--- config.mk ---
export PLATFORM = sky130hd
export DESIGN_NAME = branch_flag_unit
export DESIGN_NICKNAME = d
export VERILOG_FILES = /design/src/rtl/branch_flag_unit.sv
export SDC_FILE = /design/constraint.sdc
export NUM_CORES = 1
export LEC_CHECK = 0
export BUFFER_PORTS_ARGS = -buffer_cell sky130_fd_sc_hd__buf_2
export CAP_MARGIN = 20
export CELL_PAD_IN_SITES_DETAIL_PLACEMENT = 0
export CELL_PAD_IN_SITES_GLOBAL_PLACEMENT = 1
export CORE_UTILIZATION = 34
export DETAILED_ROUTE_END_ITERATION = 6
export HOLD_SLACK_MARGIN = 0.05
export PLACE_DENSITY_LB_ADDON = 0.1
export SLEW_MARGIN = 20
export SYNTH_ARGS = -nofsm -noshare
export SYNTH_HDL_FRONTEND = slang
export SYNTH_SLANG_ARGS = --single-unit
export TNS_END_PERCENT = 1
--- constraint.sdc ---
create_clock -name clk -period 2.7 [get_ports clk]
set_input_delay 0.405 -clock clk [delete_from_list [all_inputs] [get_ports clk]]
set_output_delay 0.405 -clock clk [all_outputs]
set_load 0.02 [all_outputs]
--- src/rtl/branch_flag_unit.sv ---
// Flag register and program-counter sequencer that sits after the ALU.
// It latches ALU flags, resolves conditional jumps, squashes one slot after a taken jump, and holds a sticky halt.
module branch_flag_unit #(
  parameter int unsigned          PC_W     = 8,
  parameter logic [PC_W-1:0]      RESET_PC = '0
) (
  input  logic            clk,
  input  logic            rst,
  input  logic [7:0]      alu_flg,
  input  logic            flg_we,
  input  logic            jmp_req,
  input  logic [2:0]      cond,
  input  logic            cond_inv,
  input  logic [PC_W-1:0] target,
  input  logic            stall,
  input  logic            halt_req,
  output logic [PC_W-1:0] pc,
  output logic [7:0]      flags_q,
  output logic            taken,
  output logic            flush,
  output logic            halted
);

  typedef enum logic [1:0] {
    ST_RUN   = 2'd0,
    ST_FLUSH = 2'd1,
    ST_HALT  = 2'd2
  } state_t;

  localparam logic [PC_W-1:0] PC_ONE    = {{(PC_W-1){1'b0}}, 1'b1};
  localparam logic [7:0]      FLAGS_RST = 8'h40;

  state_t          state_r, state_nxt_s;
  logic [PC_W-1:0] pc_r, pc_nxt_s;
  logic [7:0]      flags_r, flags_nxt_s;
  logic            taken_r, taken_nxt_s;
  logic [7:0]      eff_flags_s;
  logic            hit_s;

  // Same-cycle bypass lets a compare feed the jump right behind it.
  always_comb begin
    eff_flags_s = flg_we ? alu_flg : flags_r;
    hit_s       = eff_flags_s[cond] ^ cond_inv;
  end

  // Next-state and next-register selection, priority stall > halt > jump > increment.
  always_comb begin
    state_nxt_s = state_r;
    pc_nxt_s    = pc_r;
    flags_nxt_s = flags_r;
    taken_nxt_s = taken_r;
    if (stall) begin
      taken_nxt_s = taken_r;
    end else begin
      case (state_r)
        ST_RUN: begin
          if (halt_req) begin
            state_nxt_s = ST_HALT;
            taken_nxt_s = 1'b0;
          end else begin
            if (flg_we) begin
              flags_nxt_s = alu_flg;
            end else begin
              flags_nxt_s = flags_r;
            end
            if (jmp_req && hit_s) begin
              pc_nxt_s    = target;
              taken_nxt_s = 1'b1;
              state_nxt_s = ST_FLUSH;
            end else begin
              pc_nxt_s    = pc_r + PC_ONE;
              taken_nxt_s = 1'b0;
            end
          end
        end
        ST_FLUSH: begin
          pc_nxt_s    = pc_r + PC_ONE;
          taken_nxt_s = 1'b0;
          state_nxt_s = ST_RUN;
        end
        ST_HALT: begin
          taken_nxt_s = 1'b0;
        end
        default: begin
          // Unreachable encoding: park safely in HALT until reset.
          state_nxt_s = ST_HALT;
          taken_nxt_s = 1'b0;
        end
      endcase
    end
  end

  // State and output registers.
  always_ff @(posedge clk) begin
    if (rst) begin
      state_r <= ST_RUN;
      pc_r    <= RESET_PC;
      flags_r <= FLAGS_RST;
      taken_r <= 1'b0;
    end else begin
      state_r <= state_nxt_s;
      pc_r    <= pc_nxt_s;
      flags_r <= flags_nxt_s;
      taken_r <= taken_nxt_s;
    end
  end

  assign pc      = pc_r;
  assign flags_q = flags_r;
  assign taken   = taken_r;
  assign flush   = (state_r == ST_FLUSH);
  assign halted  = (state_r == ST_HALT);

endmodule

# == Yosys cells after proc, flatten, opt, wreduce, memory -nomap -nowiden ==
# Cells that the tools add are included.
# Widths: inputs -> output; s select.
# word_totals
regBits,19
input_bits,26
output_inout_bits,19
elab_cells,32
# op_classes
add_sub_neg,1
magnitude_cmp,1
eq_ne,4
mux,12
bitwise_logic,4
reduce_logical,6
# op_table
operator,n
$mux 8,3
$pmux 8 s2,1
$reduce_and 3->1,3
$add 8x1->8 const B,1
$pmux 2 s3,1
$lt 3x4->1 const B,1
$mux 1,4
$mux 2,2
$bmux 1 s3,1
$ne 3x3->1 const B,1
$not 1->1,3
$eq 2x1->1 const B,1
$eq 2x2->1 const B,1
$logic_not 2->1,1
$ne 2x2->1 const B,1
$reduce_bool 2->1,1
$logic_and 1x1->1,1
$xor 1x1->1,1

# == Depth between registers and ports, before layout ==
# depth
ltp_word,8
depth_mapped,6
ltp_nobuf,6

# == Worst setup path before layout ==
# OpenSTA, ideal clock, no wires.
# synth_path
path_type,input to register
from,input port cond[1]
to,register pc_r[4] (netlist: pc[4])
setup_ns,0.074
arrival_ns,2.221
required_time_ns,2.626
slack_ns,0.404
path_stages,6
path_cell_list,mux4_1 -> mux4_2 -> xnor2_2 -> buf_6 -> or3_1 -> a31oi_1
# synth_between
elab_chain_cells,7
# synth_lines
element,line_no,text
from (decl),12,"input logic [2:0] cond,"
$bmux 1 s3,43,hit_s = eff_flags_s[cond] ^ cond_inv;
$mux 1 (implied by the code),43,
$xor 1x1->1,43,
$logic_and 1x1->1,66,if (jmp_req && hit_s) begin
$mux 8,66,
$mux 8,57,if (halt_req) begin
$pmux 8 s2,55,case (state_r)
to (signal assigned),102,pc_r <= pc_nxt_s;
to (decl),34,"logic [PC_W-1:0] pc_r, pc_nxt_s;"
# Every way passes these cells. The select of a mux whose other input is x is not followed.
# A chain may end at the register's enable or synchronous reset.

# == Final worst setup path ==
# layout_path
from,register flags_r[2] (netlist: flags_q[2])
to,register pc_r[6] (netlist: pc[6])
# layout_between
elab_chain_cells,8
# layout_lines
element,line_no,text
from (decl),35,"logic [7:0] flags_r, flags_nxt_s;"
from (signal assigned),103,flags_r <= flags_nxt_s;
$mux 8,--,
$bmux 1 s3,43,
$mux 1 (implied by the code),43,
$xor 1x1->1,43,
$logic_and 1x1->1,66,
$mux 8,66,
$mux 8,57,
$pmux 8 s2,55,
# Every way passes these cells. The select of a mux whose other input is x is not followed.

==> flow_metrics.tcl <==
set metrics [dict create \
    cts_resized 0 \
    fin_skew_ns 0.003381 \
    ctsRootBufferMaster "clkbuf_4" \
    area_delta_synth_final_pct 23.65 \
    gp_congestion 0.7832 \
    cp_data_required_time_ns 2.94 \
    vias 1179 \
    ys_types 38 \
    hp-start "alu_flg[0]" \
    power_frac_comb_pct 24.7 \
    syn_inst 131 \
    crit_fanout 15 \
    nNetsFinal 201 \
    dieArea_mm2 0.003565 \
    grt_pass1_wl_mm 4.802 \
    clock_latency_ns 0.30 \
    status "complete, no violations" \
    peakVddDrop_v 0.0001709 \
    maxSlewHeadroom_pct 56.02 \
    grt_util_all_layers_pct 18.00 \
    worst-r2r-cell-count 5 \
    yosysWarningCount 0 \
    synth-xor-area-share_pct 1.436 \
    synthAdderAreaFrac_pct 1.105 \
    cts_setup_buffers 0 \
    cap_viol_max_count 0 \
    syn_area_per_cell_um2 8.644 \
    final_max_slew_viol_count 0 \
    swShare_pct 32.09 \
    synth_edf_count 0 \
    p_leak_nw 0.5909 \
    synth_top_flop_cell "dfxtp_1" \
    period_minus_slack_ns 2.374 \
    via_per_inst 5.433 \
    synth_compound_area_share_pct 14.81 \
    yosysSeqAreaShare_pct 33.59 \
    io_pins 45 \
    final_antenna_net_count 0 \
    final_util_pct 45.12 \
    placed_area_mm2 0.001374 \
    syn_nets 158 \
    hold-path-endpoint "flags_q[0]" \
    cts_buffers 3 \
    rsz0062_at_grt "false" \
    p_switching_mw 0.1974 \
    core_mm2 0.003103 \
    cts_hold_buf 0 \
    fin_tns_setup_ns 0 \
    htree_levels 1 \
    wl_mm 2.852 \
    grt_pass1_vias 1052 \
    hold_class "in -> reg" \
    async_flop_share_pct 0 \
    grt_max_degree 26 \
    clockBufferDepth 2 \
    power_mw 0.6151 \
    max_slew.worst_pin.slew_ns 0.6564 \
    clk_pin_slew_worst_paths_ns 0.11 \
    internal-power_mw 0.4177 \
    synth-seq-cells 19 \
    antenna_found_initial 0 \
    io_buffer_count 44 \
    r2r_slack_ns 0.33 \
    setup.worst_path.start_class "flip-flop" \
    synth_top_family_by_area "simple AND/OR/NAND/NOR gates" \
    endpoint_kind "flip-flop" \
    fp.dieH_um 59.71 \
    finalSetupViolations 0 \
    critPathLaunch "flags_q[2]" \
    routedWlPerCell_um 13.14 \
    layout-drive-gt1-share_pct 32.37 \
    arrival_ns 2.61 \
    drt-pass1-iter-count 4 \
    syn-cell-area_mm2 0.001132 \
    grt-ovfl-total 0 \
    r2r_end "pc[6]" \
    row_count 20 \
    die_x_um 59.71 \
    cts_tree "yes" \
    stdcell_area_mm2 0.001400 \
    regToRegStartpoint "flags_q[2]" \
    post-route-drc-count 0 \
    max_freq_mhz 421.2 \
    seq_power_share_pct 50.9 \
    hold_depth 3 \
    powerDensity_mw_per_mm2 439.3 \
    path_class "reg -> reg" \
    clkSinkCount 19 \
    dp_hpwl_mm 2.093 \
    synth_mux_area_share_pct 11.27 \
    drt_iter0_drc 81 \
    antenna_cells 0 \
    hold_viol_final 0 \
    initial_core_util_pct 36.49 \
    pwr-share-clk_pct 24.4 \
    min_period_over_period_pct 87.92 \
    yosys.area_share.simple_pct 34.14 \
]
==> power groups by stage <==
| stage | Clock [mW] | Sequential (mW) | Combinational (mW) |
|---|---|---|---|
| 6_report | 0.150 | 0.313 | 0.152 |
| 5_1_grt | 0.169 | 0.316 | 0.169 |
| 4_1_cts | 0.156 | 0.313 | 0.153 |
| 3_5_place_dp | 0 | 0.319 | 0.153 |
| 3_3_place_gp | 0 | 0.319 | 0.150 |
| 2_1_floorplan | 0 | 0.334 | 0.0864 |
==> cells by family after synthesis <==
group                      count (synthesis)
AOI/OAI and AO/OA                         26
buffers and inverters                      7
and+or+nand+nor                           72
DFF                                       19
xor gates and xnor gates                   1
adders and majority gates                  1
muxes                                      5
==> registers in the layout (all words and copies together) (netlist names) <==
register and flops:
flags_q 8, pc 8, state_r 2, taken 1
==> routing by layer <==
layer  vias to the layer above  part of all wire, %  track usage (%)
li1                        571                    -                -
met1                       571                   43            22.46
met2                        32                   51            30.79
met3                         5                  4.6            3.030
met4                         0                  1.5            6.977
met5                         -                    0                0
==> worst max path at each step <==
stage	depth (start not counted)	end
detailed placement	6	pc[3]
floorplan	6	pc[4]
global route	5	pc[7]
finish	5	pc[6]
CTS	5	pc[3]
global placement	6	pc[3]
==> cell type report <==
type,count,area (um^2)
Tap cell,44,55.05
Timing Repair Buffer,45,227.7
Sequential cell,19,380.4
Fill cell,329,1703
Clock buffer,4,26.28
Multi-Input combinational cell,105,710.7
==> cell usage after synthesis (all sizes together) (2+ instances only) <==
cell | number | share of area [%]
nand3b | 4 | 2.7
nor4 | 2 | 1.7
nand3 | 10 | 4.4
a31oi | 5 | 2.8
and3 | 2 | 1.1
nor2b | 4 | 2.2
a21oi | 7 | 3.1
dfxtp | 19 | 34
and2 | 2 | 1.1
nor4b | 2 | 1.5
nor3b | 3 | 2.0
nand2 | 24 | 8.0
or3 | 6 | 3.5
o21ai | 3 | 1.3
o22ai | 5 | 2.8
buf | 4 | 2.3
clkbuf | 3 | 1.3
mux4 | 5 | 11
nor2 | 7 | 2.3
nand2b | 3 | 1.7
==> through the flow <==
stage          hold slack (ns)  std cells  setup WS, ns
4_1_cts                 0.3508        217        0.3314
2_1_floorplan           0.4814        131        0.4045
3_3_place_gp            0.4407        213        0.1027
5_1_grt                 0.3613        217        0.1993
6_report                0.3544        217        0.3261
3_5_place_dp            0.4514        213       0.03706
==> worst max-delay path, cell delays in order, from the launching register on <==
cell,delay [ns]
dfxtp_1,0.34
mux4_1,0.51
mux4_2,0.50
xnor2_2,0.29
or3_2,0.52
a31oi_1,0.16
==> cell usage in the layout, fill, tap and decap left out, types with 2 or more instances in the layout <==
cell      count
buf_2        44
nand2_1      24
dfxtp_1      19
nand3_1      10
a21oi_1       7
nor2_1        7
o22ai_1       5
a31oi_1       5
nor2b_1       4
mux4_1        4
or3_1         4
nand3b_1      4
nand2b_1      3
nor3b_1       3
clkbuf_4      3
and3_1        2
and2_1        2
or3_2         2
nor4b_1       2
o21ai_0       2
Note: power is estimated with default switching activity, not from simulation.
